File: config.mk
export PLATFORM = sky130hd
export DESIGN_NAME = spi_boot_slave
export DESIGN_NICKNAME = d
export VERILOG_FILES = /design/src/rtl/spi_boot_slave_pkg.sv /design/src/rtl/spi_boot_slave_phy.sv /design/src/rtl/spi_boot_slave.sv
export SDC_FILE = /design/constraint.sdc
export NUM_CORES = 1
export LEC_CHECK = 0
export BUFFER_PORTS_ARGS = -buffer_cell sky130_fd_sc_hd__buf_2
export CAP_MARGIN = 15
export CORE_MARGIN = 2
export CORE_UTILIZATION = 55
export DETAILED_ROUTE_END_ITERATION = 16
export GPL_ROUTABILITY_DRIVEN = 0
export GPL_TIMING_DRIVEN = 0
export PLACE_DENSITY = 0.75
export SLEW_MARGIN = 40
export SYNTH_ARGS = -nofsm -noshare
export SYNTH_HDL_FRONTEND = slang
export SYNTH_SLANG_ARGS = --single-unit
File: constraint.sdc
create_clock -name i_clk -period 5.8 [get_ports i_clk]
set_input_delay 0.58 -clock i_clk [delete_from_list [all_inputs] [get_ports i_clk]]
set_output_delay 0.58 -clock i_clk [all_outputs]
set_load 0.02 [all_outputs]
File: src/rtl/spi_boot_slave_pkg.sv
// Shared command codes, stream terminator and FSM encoding for the SPI boot slave.
package spi_boot_slave_pkg;

    localparam logic [7:0]  CMD_WR   = 8'h02;
    localparam logic [7:0]  CMD_RD   = 8'h01;
    localparam logic [31:0] END_WORD = 32'hFFFF_FFFF;

    typedef enum logic [2:0] {
        ST_IDLE   = 3'd0,
        ST_CMD    = 3'd1,
        ST_WRITE  = 3'd2,
        ST_READ   = 3'd3,
        ST_DONE   = 3'd4,
        ST_IGNORE = 3'd5
    } state_t;

    function automatic logic [7:0] sel_byte(input logic [31:0] w, input logic [1:0] idx);
        return w[idx*8 +: 8];
    endfunction

endpackage

File: src/rtl/spi_boot_slave_phy.sv
// SPI mode-0 bit layer: input synchronizers, SCLK edge detect, rx/tx byte shifters.
module spi_boot_slave_phy (
    input  logic       i_clk,
    input  logic       i_rstn,
    input  logic       i_csn,
    input  logic       i_sclk,
    input  logic       i_mosi,
    input  logic       i_tx_load,
    input  logic [7:0] i_tx_byte,
    output logic       o_miso,
    output logic       o_cs_fall,
    output logic       o_cs_rise,
    output logic       o_byte_valid,
    output logic [7:0] o_rx_byte
);

    logic [1:0] r_csn_s, r_sclk_s, r_mosi_s;
    logic       r_csn_d, r_sclk_d;
    logic [2:0] r_rx_cnt, r_fall_cnt;
    logic [7:0] r_rx_sh, r_tx_sh;
    logic       r_byte_valid;
    logic       w_cs_act, w_rise, w_fall;

    assign w_cs_act     = ~r_csn_s[1];
    assign w_rise       = r_sclk_s[1] & ~r_sclk_d & w_cs_act;
    assign w_fall       = ~r_sclk_s[1] & r_sclk_d & w_cs_act;
    assign o_cs_fall    = ~r_csn_s[1] & r_csn_d;
    assign o_cs_rise    = r_csn_s[1] & ~r_csn_d;
    assign o_miso       = r_tx_sh[7];
    assign o_byte_valid = r_byte_valid;
    assign o_rx_byte    = r_rx_sh;

    always_ff @(posedge i_clk or negedge i_rstn) begin
        if (!i_rstn) begin
            r_csn_s      <= 2'b11;
            r_sclk_s     <= 2'b00;
            r_mosi_s     <= 2'b00;
            r_csn_d      <= 1'b1;
            r_sclk_d     <= 1'b0;
            r_rx_cnt     <= '0;
            r_fall_cnt   <= '0;
            r_rx_sh      <= '0;
            r_tx_sh      <= '0;
            r_byte_valid <= 1'b0;
        end else begin
            r_csn_s      <= {r_csn_s[0], i_csn};
            r_sclk_s     <= {r_sclk_s[0], i_sclk};
            r_mosi_s     <= {r_mosi_s[0], i_mosi};
            r_csn_d      <= r_csn_s[1];
            r_sclk_d     <= r_sclk_s[1];
            r_byte_valid <= 1'b0;
            if (!w_cs_act) begin
                r_rx_cnt   <= '0;
                r_fall_cnt <= '0;
                r_rx_sh    <= '0;
                r_tx_sh    <= '0;
            end else begin
                if (w_rise) begin
                    r_rx_sh  <= {r_rx_sh[6:0], r_mosi_s[1]};
                    r_rx_cnt <= r_rx_cnt + 3'd1;
                    if (r_rx_cnt == 3'd7) r_byte_valid <= 1'b1;
                end
                if (w_fall) r_fall_cnt <= r_fall_cnt + 3'd1;
                // The next byte is loaded right after the 8th rise, so the 8th fall must not shift it.
                if (i_tx_load)
                    r_tx_sh <= i_tx_byte;
                else if (w_fall && r_fall_cnt != 3'd7)
                    r_tx_sh <= {r_tx_sh[6:0], 1'b0};
            end
        end
    end

endmodule

File: src/rtl/spi_boot_slave.sv
// SPI boot slave: command decode FSM, 32-bit word assembly, IMEM write pointer and read path.
module spi_boot_slave
    import spi_boot_slave_pkg::*;
#(
    parameter int ADDR_W = 9
) (
    input  logic              i_clk,
    input  logic              i_rstn,
    input  logic              i_prog,
    input  logic              i_CSn,
    input  logic              i_SCLK,
    input  logic              i_MOSI,
    output logic              o_MISO,
    output logic              o_mem_we,
    output logic              o_mem_re,
    output logic [ADDR_W-1:0] o_mem_addr,
    output logic [31:0]       o_mem_wdata,
    input  logic [31:0]       i_mem_rdata,
    output logic              o_boot_done,
    output logic              o_overflow
);

    localparam logic [ADDR_W:0] DEPTH = {1'b1, {ADDR_W{1'b0}}};

    state_t        r_state, w_next;
    logic          w_cs_fall, w_cs_rise, w_byte_valid, w_miso, w_last;
    logic [7:0]    w_rx_byte;
    logic [1:0]    r_byte_idx;
    logic [23:0]   r_word_lo;
    logic [31:0]   w_word, r_tx_word;
    logic [ADDR_W:0] r_ptr;
    logic          r_rd_pend;
    logic          w_we_nxt, w_re_nxt, w_ovf_nxt, w_done_nxt, w_tx_load, w_txw_ld;
    logic [7:0]    w_tx_byte;
    logic [31:0]   w_txw_nxt;

    spi_boot_slave_phy u_phy (
        .i_clk        (i_clk),
        .i_rstn       (i_rstn),
        .i_csn        (i_CSn),
        .i_sclk       (i_SCLK),
        .i_mosi       (i_MOSI),
        .i_tx_load    (w_tx_load),
        .i_tx_byte    (w_tx_byte),
        .o_miso       (w_miso),
        .o_cs_fall    (w_cs_fall),
        .o_cs_rise    (w_cs_rise),
        .o_byte_valid (w_byte_valid),
        .o_rx_byte    (w_rx_byte)
    );

    assign w_word = {w_rx_byte, r_word_lo};
    assign w_last = w_byte_valid & (r_byte_idx == 2'd3) & ~w_cs_rise;
    assign o_MISO = w_miso & (r_state != ST_IDLE);

    always_ff @(posedge i_clk or negedge i_rstn) begin
        if (!i_rstn) r_state <= ST_IDLE;
        else         r_state <= w_next;
    end

    always_comb begin
        w_next = r_state;
        if (!i_prog || w_cs_rise) begin
            w_next = ST_IDLE;
        end else begin
            case (r_state)
                ST_IDLE:  if (w_cs_fall) w_next = ST_CMD;
                ST_CMD:   if (w_byte_valid)
                              w_next = (w_rx_byte == CMD_WR) ? ST_WRITE :
                                       (w_rx_byte == CMD_RD) ? ST_READ  : ST_IGNORE;
                ST_WRITE: if (w_last && w_word == END_WORD) w_next = ST_DONE;
                default:  w_next = r_state;
            endcase
        end
    end

    always_comb begin
        w_we_nxt   = 1'b0;
        w_re_nxt   = 1'b0;
        w_ovf_nxt  = 1'b0;
        w_done_nxt = 1'b0;
        w_tx_load  = 1'b0;
        w_tx_byte  = 8'h00;
        w_txw_ld   = 1'b0;
        w_txw_nxt  = '0;
        if (i_prog && !w_cs_rise) begin
            case (r_state)
                ST_IDLE: if (w_cs_fall) begin
                    w_tx_load = 1'b1;
                    w_txw_ld  = 1'b1;
                end
                ST_CMD: if (w_byte_valid) begin
                    w_tx_load = 1'b1;
                    w_txw_ld  = 1'b1;
                end
                ST_WRITE: begin
                    if (w_last) begin
                        w_tx_load = 1'b1;
                        w_txw_ld  = 1'b1;
                        if (w_word == END_WORD) begin
                            w_done_nxt = 1'b1;
                        end else begin
                            w_tx_byte = w_word[7:0];
                            w_txw_nxt = w_word;
                            if (r_ptr == DEPTH) w_ovf_nxt = 1'b1;
                            else                w_we_nxt  = 1'b1;
                        end
                    end else if (w_byte_valid) begin
                        w_tx_load = 1'b1;
                        w_tx_byte = sel_byte(r_tx_word, r_byte_idx + 2'd1);
                    end
                end
                ST_READ: begin
                    // Read data arrives one cycle after the strobe and becomes the next tx word.
                    if (r_rd_pend) begin
                        w_tx_load = 1'b1;
                        w_tx_byte = i_mem_rdata[7:0];
                        w_txw_ld  = 1'b1;
                        w_txw_nxt = i_mem_rdata;
                    end else if (w_last) begin
                        w_re_nxt = 1'b1;
                    end else if (w_byte_valid) begin
                        w_tx_load = 1'b1;
                        w_tx_byte = sel_byte(r_tx_word, r_byte_idx + 2'd1);
                    end
                end
                default: if (w_byte_valid) w_tx_load = 1'b1;
            endcase
        end
    end

    always_ff @(posedge i_clk or negedge i_rstn) begin
        if (!i_rstn) begin
            o_mem_we    <= 1'b0;
            o_mem_re    <= 1'b0;
            o_mem_addr  <= '0;
            o_mem_wdata <= '0;
            o_boot_done <= 1'b0;
            o_overflow  <= 1'b0;
            r_rd_pend   <= 1'b0;
            r_ptr       <= '0;
            r_tx_word   <= '0;
            r_byte_idx  <= '0;
            r_word_lo   <= '0;
        end else begin
            o_mem_we  <= w_we_nxt;
            o_mem_re  <= w_re_nxt;
            r_rd_pend <= o_mem_re;
            if (w_we_nxt) begin
                o_mem_addr  <= r_ptr[ADDR_W-1:0];
                o_mem_wdata <= w_word;
                r_ptr       <= r_ptr + 1'b1;
            end
            if (w_re_nxt)   o_mem_addr  <= w_word[ADDR_W+1:2];
            if (w_ovf_nxt)  o_overflow  <= 1'b1;
            if (w_done_nxt) o_boot_done <= 1'b1;
            if (w_txw_ld)   r_tx_word   <= w_txw_nxt;
            if (r_state == ST_CMD && w_next == ST_WRITE) r_ptr <= '0;
            if (r_state inside {ST_WRITE, ST_READ, ST_DONE, ST_IGNORE} && w_byte_valid && !w_cs_rise) begin
                r_byte_idx <= r_byte_idx + 2'd1;
                r_word_lo  <= {w_rx_byte, r_word_lo[23:8]};
            end else if (r_state == ST_IDLE || r_state == ST_CMD) begin
                r_byte_idx <= '0;
            end
        end
    end

endmodule

==> flow_summary_export.csv, run 1 <==
group,metric,value,unit
global_route,grt_max_degree,76,
global_route,grt_pass1_wl,28300,um
synth,synth-edff-count,0,
synth,syn-instance-count,639,
floorplan,die_y,117,um
cells_and_area,num_antenna_cells,0,
setup_path,path_class,"reg -> reg",
global_route,grt_overflow_total,0,
route,firstDrtPassIters,5,
sta,finClkSkew,0.0121,ns
global_route,grt-busiest-layer,"met2",
sta,grt_setup_unrepaired,"false",
synth,ys.flop_type,"dfrtp_1",
cells_and_area,nets,789,
setup_path,worstPathRequired,6.08,ns
clock_network,cts_made_buffers,17,
setup_path,reg2reg_from,"u_phy.o_rx_byte[3]$_DFFE_PN0P_",
clock_network,cts_root_buf,"clkbuf_16",
clock_network,cts_setup_buffers,0,
sta,worstMarginPinSlew,0.750,ns
route,wire_per_inst,19.2,um
clock_network,clockBufferDepth,2,
setup_path,path_buf_inv,1,
floorplan,design.core.area,12500,sq um
route,vias_per_cell,6.03,
synth,synth-seq-area-share,53.2,%
setup_path,rr_endpoint,"r_ptr[2]$_DFFE_PN0P_",
synth,syn-cell-area,6960,sq um
clock_network,cts_hold_buf,0,
outcome,status,"finished clean",
synth,syn_nets,686,
setup_path,end_kind,"flop",
sta,max_freq,0.382,GHz
power_and_ir_drop,ir_drop,0.200,mV
setup_path,worst-path-max-fanout,10,
sta,final-max-slew-violation-count,0,
place,dp_slack,3.33,ns
floorplan,rows,41,
clock_network,cts_sinks,148,
setup_path,cp_slowest_cell,"nor4_1",
global_route,grt_pass1_vias,5471,
sta,fin_crit_sh,45.1,%
sta,finalHoldViolations,0,
sta,slew_headroom,49.5,%
power_and_ir_drop,combinationalPowerShare,3.3,%
cells_and_area,final_util,65.6,%
clock_network,cts_tree,"built",
synth,ys_ff_latch,148,
floorplan,start_util,55.9,%
setup_path,cp_top_family,"simple AND/OR/NAND/NOR gates",
setup_path,crit_start,"u_phy.o_rx_byte[3]$_DFFE_PN0P_",
synth,yosysWarnings,0,
place,dpl_cell_area,7630,sq um
place,dp_hpwl,12700,um
floorplan,dieArea,13600,sq um
place,portBuffers,83,
cells_and_area,mostFrequentLayoutCells,"dfrtp_1 (145), buf_2 (97), nand2_1 (78)",
synth,synth_top_cell_area_share,52.1,%
route,routed_wl,17800,um
sta,setup_viol,0,
synth,synth_cell_type_count,56,
cells_and_area,design_area,8180,sq um
power_and_ir_drop,p_clk_share,48.3,%
global_route,grt_util_met1,37.2,%
floorplan,die_w,117,um
run,drv_cap,0,
setup_path,max_stage_delay,0.70,ns
setup_path,r2r_cells,6,
power_and_ir_drop,power_density,263,nW/um^2
power_and_ir_drop,internal_power,1.66,mW
setup_path,cp.depth,6,
floorplan,io_pins,84,
setup_path,start_kind,"flop",
power_and_ir_drop,pwr-share-seq,48.5,%
route,drc_errors,0,
cells_and_area,fill_cells,969,
sta,fin_setup_tns,0,ns
synth,syn_avg_cell_area,10.9,sq um
cells_and_area,layout-drive-gt1-share,23.8,%
clock_network,cts_max_level,4,
global_route,antenna_found_initial,0,
route,vias,5576,
worst_hold_path,hp-class,"in -> async",
global_route,grtUsageTotal,27.6,%
power_and_ir_drop,p_sw,490,uW
power_and_ir_drop,power_leakage,3.87,nW
sta,fin_ws,3.18,ns
setup_path,crit_path_end,"r_ptr[2]$_DFFE_PN0P_",
setup_path,worstPathArrival,2.90,ns
setup_path,r2r_setup_slack,3.18,ns
sta,period_minus_slack,2.62,ns
clock_network,path_clk_slew,0.06,ns
global_route,met2_usage,43.0,%
route,drtIter0Drc,593,
power_and_ir_drop,switching_share,22.8,%
synth,synth_area_leaders,"dfrtp_1 (52%), mux2_1 (4.7%), nand2_1 (4.2%), mux2_2 (3.6%), o21ai_1 (3.4%)",
power_and_ir_drop,total_power,2.15,mW
cells_and_area,final_common_cell,"dfrtp_1",
clock_network,clock_latency,0.43,ns
synth,synthArstFlopShare,100,%
route,ant_nets,0,
clock_network,post_cts_resized,0,
cells_and_area,areaGrowthSynthToFinish,17.5,%
global_route,grt_use_met3,6.54,%
setup_path,path_cells,"nor4_1 > nand4_1 > nor2_1 > o211a_1 > clkbuf_1 > a22oi_1",
synth,yosys.area.top_type,"dfrtp_1",
## flip-flops by register name, summed over array words and instances (netlist names), 3 cells and up
register and cells:
u_phy.r_tx_sh 8, u_phy.r_fall_cnt 3, r_tx_word 32, o_mem_wdata 32
o_mem_addr 9, r_word_lo 24, r_state 3, r_ptr 10
u_phy.o_rx_byte 8, u_phy.r_rx_cnt 3
## synthesized netlist by cell type, drive strengths merged, types with 4 or more instances
cell type	instances
nor3b	9
o31ai	5
a21oi	35
dfrtp	145
buf	26
a211oi	4
nand2b	5
a22oi	31
xnor2	4
or4	5
clkbuf	21
a31oi	9
o211ai	9
and2	11
nor4	4
nor2	29
nand2	79
inv	11
nand4	21
mux2	51
nor3	4
mux4	8
o21ai	53
nand3	9
nor2b	4
and3	5
o221ai	9
ha	9
## how the worst min path moves through the flow
stage / cells past startpoint / slack (ns) / from / end
after floorplan: 0 / 0.28 / i_rstn / o_boot_done$_DFFE_PN0P_
after global placement: 0 / 0.33 / u_phy.r_sclk_s[0]$_DFF_PN0_ / u_phy.r_sclk_s[1]$_DFF_PN0_
after detailed placement: 0 / 0.34 / u_phy.r_sclk_s[0]$_DFF_PN0_ / u_phy.r_sclk_s[1]$_DFF_PN0_
after CTS: 1 / 0.15 / i_rstn / u_phy.r_sclk_d$_DFF_PN0_
after global routing: 1 / 0.17 / i_rstn / u_phy.r_tx_sh[7]$_DFFE_PN0P_
final: 1 / 0.11 / i_rstn / u_phy.r_tx_sh[7]$_DFFE_PN0P_
## worst reg2reg max path: stages, from the launching register on
cell	delay, ns
dfrtp_1	0.48
nor4_1	0.70
nand4_1	0.38
nor2_1	0.19
o211a_1	0.16
clkbuf_1	0.39
a22oi_1	0.18
## stage by stage
| step | instances | hold slack [ns] |
|---|---|---|
| after detailed placement | 895 | 0.337 |
| after global placement | 894 | 0.334 |
| after floorplan | 639 | 0.284 |
| after CTS | 925 | 0.148 |
| after global routing | 925 | 0.170 |
| final | 925 | 0.115 |
## area by class of cell
class,instances,area (sq um),share of cell area [%]
Clock inverter,10,101,1.24
Timing Repair Buffer,84,453,5.54
Sequential cell,148,3710,45.3
Inverter,11,41.3,0.505
Clock buffer,20,447,5.46
Multi-Input combinational cell,433,2990,36.6
Tap cell,172,215,2.63
Buffer,47,225,2.75
## layer usage
metal,vias to the layer above,wire (um)
met5,-,0
met4,0,539
met3,45,1040
met2,202,8540
met1,2781,7650
li1,2548,-
## power by group through the flow
| stage | logic [mW] | clock network [mW] | registers, mW |
|---|---|---|---|
| after floorplan | 0.0250 | 0 | 1.06 |
| after global placement | 0.0656 | 0 | 1.06 |
| after detailed placement | 0.0704 | 0 | 1.06 |
| after CTS | 0.0706 | 1.04 | 1.04 |
| after global routing | 0.0778 | 1.09 | 1.04 |
| final | 0.0699 | 1.04 | 1.04 |
## kinds of logic after synthesis
family | after synthesis | synth area share (%)
AO/OA/AOI/OAI | 168 | 15.4
flip-flops | 148 | 53.2
buffers and inverters | 58 | 3.83
AND/OR/NAND/NOR | 190 | 14.1
XOR/XNOR | 5 | 0.629
multiplexers | 61 | 11.1
adder cells (fa/ha/maj) | 9 | 1.62
Power figures use the tool's default switching activity.
==> run 2: changes to the inputs <==
--- a/config.mk
+++ b/config.mk
@@ -8,11 +8,11 @@
 export BUFFER_PORTS_ARGS = -buffer_cell sky130_fd_sc_hd__buf_2
 export CAP_MARGIN = 15
 export CORE_MARGIN = 2
-export CORE_UTILIZATION = 55
+export CORE_UTILIZATION = 53
 export DETAILED_ROUTE_END_ITERATION = 16
 export GPL_ROUTABILITY_DRIVEN = 0
 export GPL_TIMING_DRIVEN = 0
-export PLACE_DENSITY = 0.75
+export PLACE_DENSITY = 0.76
 export SLEW_MARGIN = 40
 export SYNTH_ARGS = -nofsm -noshare
 export SYNTH_HDL_FRONTEND = slang
==> constraint.sdc (replaced) <==
create_clock -name i_clk -period 2.37 [get_ports i_clk]
set_input_delay 0.237 -clock i_clk [delete_from_list [all_inputs] [get_ports i_clk]]
set_output_delay 0.237 -clock i_clk [all_outputs]
set_load 0.02 [all_outputs]
==> run 2 against run 1 <==
Compared with the run above:
- critical path depth is 1 higher
- wire length is 2.9% higher
- global-route usage decreased by 0.77 points
- sequential cell count is the same
- non-clock buffer count rose by 6
- combinational power grew to 2.6 times the previous value
- worst setup slack lost 3.1 ns
- clock power increased to 2.7 times the previous value
- maximum frequency increased by 14%
- via count up 2.2%
- highest routed layer unchanged
==> flow_summary_export.csv, run 2 (synthesis gave the netlist of run 1 again) <==
group,metric,value,unit
power_and_ir_drop,power_density,663,nW/um^2
clock_network,cts_tree,"built",
setup_path,start_kind,"flop",
cells_and_area,mostFrequentLayoutCells,"dfrtp_1 (145), buf_2 (97), nand2_1 (78)",
floorplan,die_y,119,um
worst_hold_path,hp-class,"in -> reg",
setup_path,worstPathArrival,2.60,ns
clock_network,cts_made_buffers,17,
floorplan,rows,41,
setup_path,reg2reg_from,"u_phy.r_csn_s[1]$_DFF_PN1_",
route,routed_wl,18300,um
place,dp_cells,895,
place,dp_hpwl,12700,um
setup_path,worstPathRequired,2.66,ns
cells_and_area,final_common_cell,"dfrtp_1",
outcome,status,"finished clean",
cells_and_area,design_area,8380,sq um
route,drc_errors,0,
cells_and_area,num_antenna_cells,0,
place,portBuffers,83,
global_route,grt_max_degree,81,
sta,final-max-slew-violation-count,0,
sta,fin_crit_sh,97.3,%
cells_and_area,areaGrowthSynthToFinish,20.3,%
cells_and_area,fin_cells,933,
route,vias_per_cell,6.11,
sta,max_freq,0.434,GHz
setup_path,worst-path-max-fanout,10,
global_route,grt_pass1_vias,5585,
floorplan,die_w,119,um
cells_and_area,final_util,65.8,%
sta,fin_setup_tns,0,ns
power_and_ir_drop,ir_drop,0.535,mV
global_route,antenna_found_initial,0,
setup_path,path_class,"reg -> reg",
setup_path,path_cells,"buf_2 > or4b_1 > a21oi_2 > buf_4 > o21ai_1 > a21oi_4 > o211ai_1",
cells_and_area,layout-drive-gt1-share,26.1,%
power_and_ir_drop,power_leakage,3.96,nW
sta,setup_viol,0,
global_route,grt_overflow_total,0,
place,dp_slack,-0.102,ns
floorplan,dieArea,14100,sq um
sta,worstMarginPinSlew,0.674,ns
floorplan,design.core.area,12700,sq um
floorplan,start_util,54.7,%
setup_path,cp_slowest_cell,"or4b_1",
sta,fin_ws,0.0644,ns
route,vias,5701,
clock_network,clockBufferDepth,2,
clock_network,cts_sinks,148,
route,firstDrtPassIters,5,
sta,period_minus_slack,2.31,ns
place,dpl_cell_area,7630,sq um
clock_network,cts_root_buf,"clkbuf_16",
cells_and_area,nets,795,
sta,finClkSkew,0.00950,ns
floorplan,io_pins,84,
setup_path,crit_start,"u_phy.r_csn_s[1]$_DFF_PN1_",
clock_network,clock_latency,0.43,ns
run,drv_cap,0,
setup_path,max_stage_delay,0.60,ns
sta,finalHoldViolations,0,
global_route,grtUsageTotal,26.8,%
cells_and_area,reg_top3,"o_mem_wdata (32), r_tx_word (32), r_word_lo (24)",
worst_hold_path,hp-start,"i_mem_rdata[25]",
setup_path,end_kind,"flop",
clock_network,path_clk_slew,0.07,ns
global_route,grt_pass1_wl,29900,um
route,wire_per_inst,19.6,um
sta,slew_headroom,55.1,%
route,drtIter0Drc,788,
route,ant_nets,0,
clock_network,cts_max_level,4,
[run 2: cell count changes in the layout (fill, tap and decap cells not counted), moves of 2 or more]
cell and change:
buf_4 +4, bufinv_16 +2, clkbuf_1 -10, clkbuf_2 +7, clkinv_4 -3, dlygate4sd3_1 +4
inv_6 +2, inv_8 +3, o311ai_1 -2, o311ai_4 +2
[run 2: through the flow]
| step | total power [mW] | hold WS, ns |
|---|---|---|
| after CTS | 5.57 | 0.0976 |
| after global routing | 5.72 | 0.127 |
| final | 5.56 | 0.109 |
| after global placement | 2.76 | 0.332 |
| after detailed placement | 2.77 | 0.236 |
| after floorplan | 2.66 | -0.0586 |
[run 2: final timing paths]
check / depth (start not counted) / slack, ns / end
max: 7 / 0.06 / u_phy.r_tx_sh[4]$_DFFE_PN0P_
min: 3 / 0.11 / r_tx_word[25]$_DFFE_PN0P_
max reg2reg: 7 / 0.06 / u_phy.r_tx_sh[4]$_DFFE_PN0P_
min reg2reg: 0 / 0.35 / u_phy.r_mosi_s[1]$_DFF_PN0_
max in group asynchronous: 3 / 1.24 / r_word_lo[15]$_DFFE_PN0P_
min in group asynchronous: 2 / 0.37 / u_phy.r_tx_sh[4]$_DFFE_PN0P_
[run 2: power by group]
group / total (mW) / internal (mW) / leakage [nW] / switching (mW)
clock: 2.82 / 1.69 / 0.293 / 1.14
combinational: 0.182 / 0.0564 / 1.64 / 0.125
sequential: 2.55 / 2.54 / 2.03 / 0.00825
total: 5.56 / 4.28 / 3.96 / 1.27
[run 2: worst max-delay path, delay by kind of cell, from the launching register on]
kind | cells | cell delay (ns)
simple gates | 1 | 0.60
compound gates | 4 | 0.79
flops | 1 | 0.37
buf+inv | 2 | 0.41
[run 2: per-layer routing]
metal / track usage [%] / share of wire [%] / wire (um) / vias up
met5: 0 / 0 / 0 / -
met3: 5.89 / 7.7 / 1420 / 42
li1: - / - / - / 2561
met1: 37.7 / 43 / 7800 / 2816
met2: 41.8 / 47 / 8660 / 282
met4: 8.26 / 2.2 / 409 / 0
[run 2: final cells by class]
type	instances	area [sq um]
repair buffers	92	523
well taps	172	215
plain buffers	45	226
clock buffers	17	425
multi-input cells	433	3040
flip-flops and latches	148	3710
inverters	11	41.3
clock inverters	15	194
fillers	1009	4350
[run 2: repair_timing]
item | in CTS | in global routing
buffers inserted | 1 | 3
hold endpoints to repair | 68 | 0
hold buffers | 4 | 0
gates resized for setup | 3 | 19
endpoints found under the setup margin | 63 | 93
pin swaps | 2 | 2
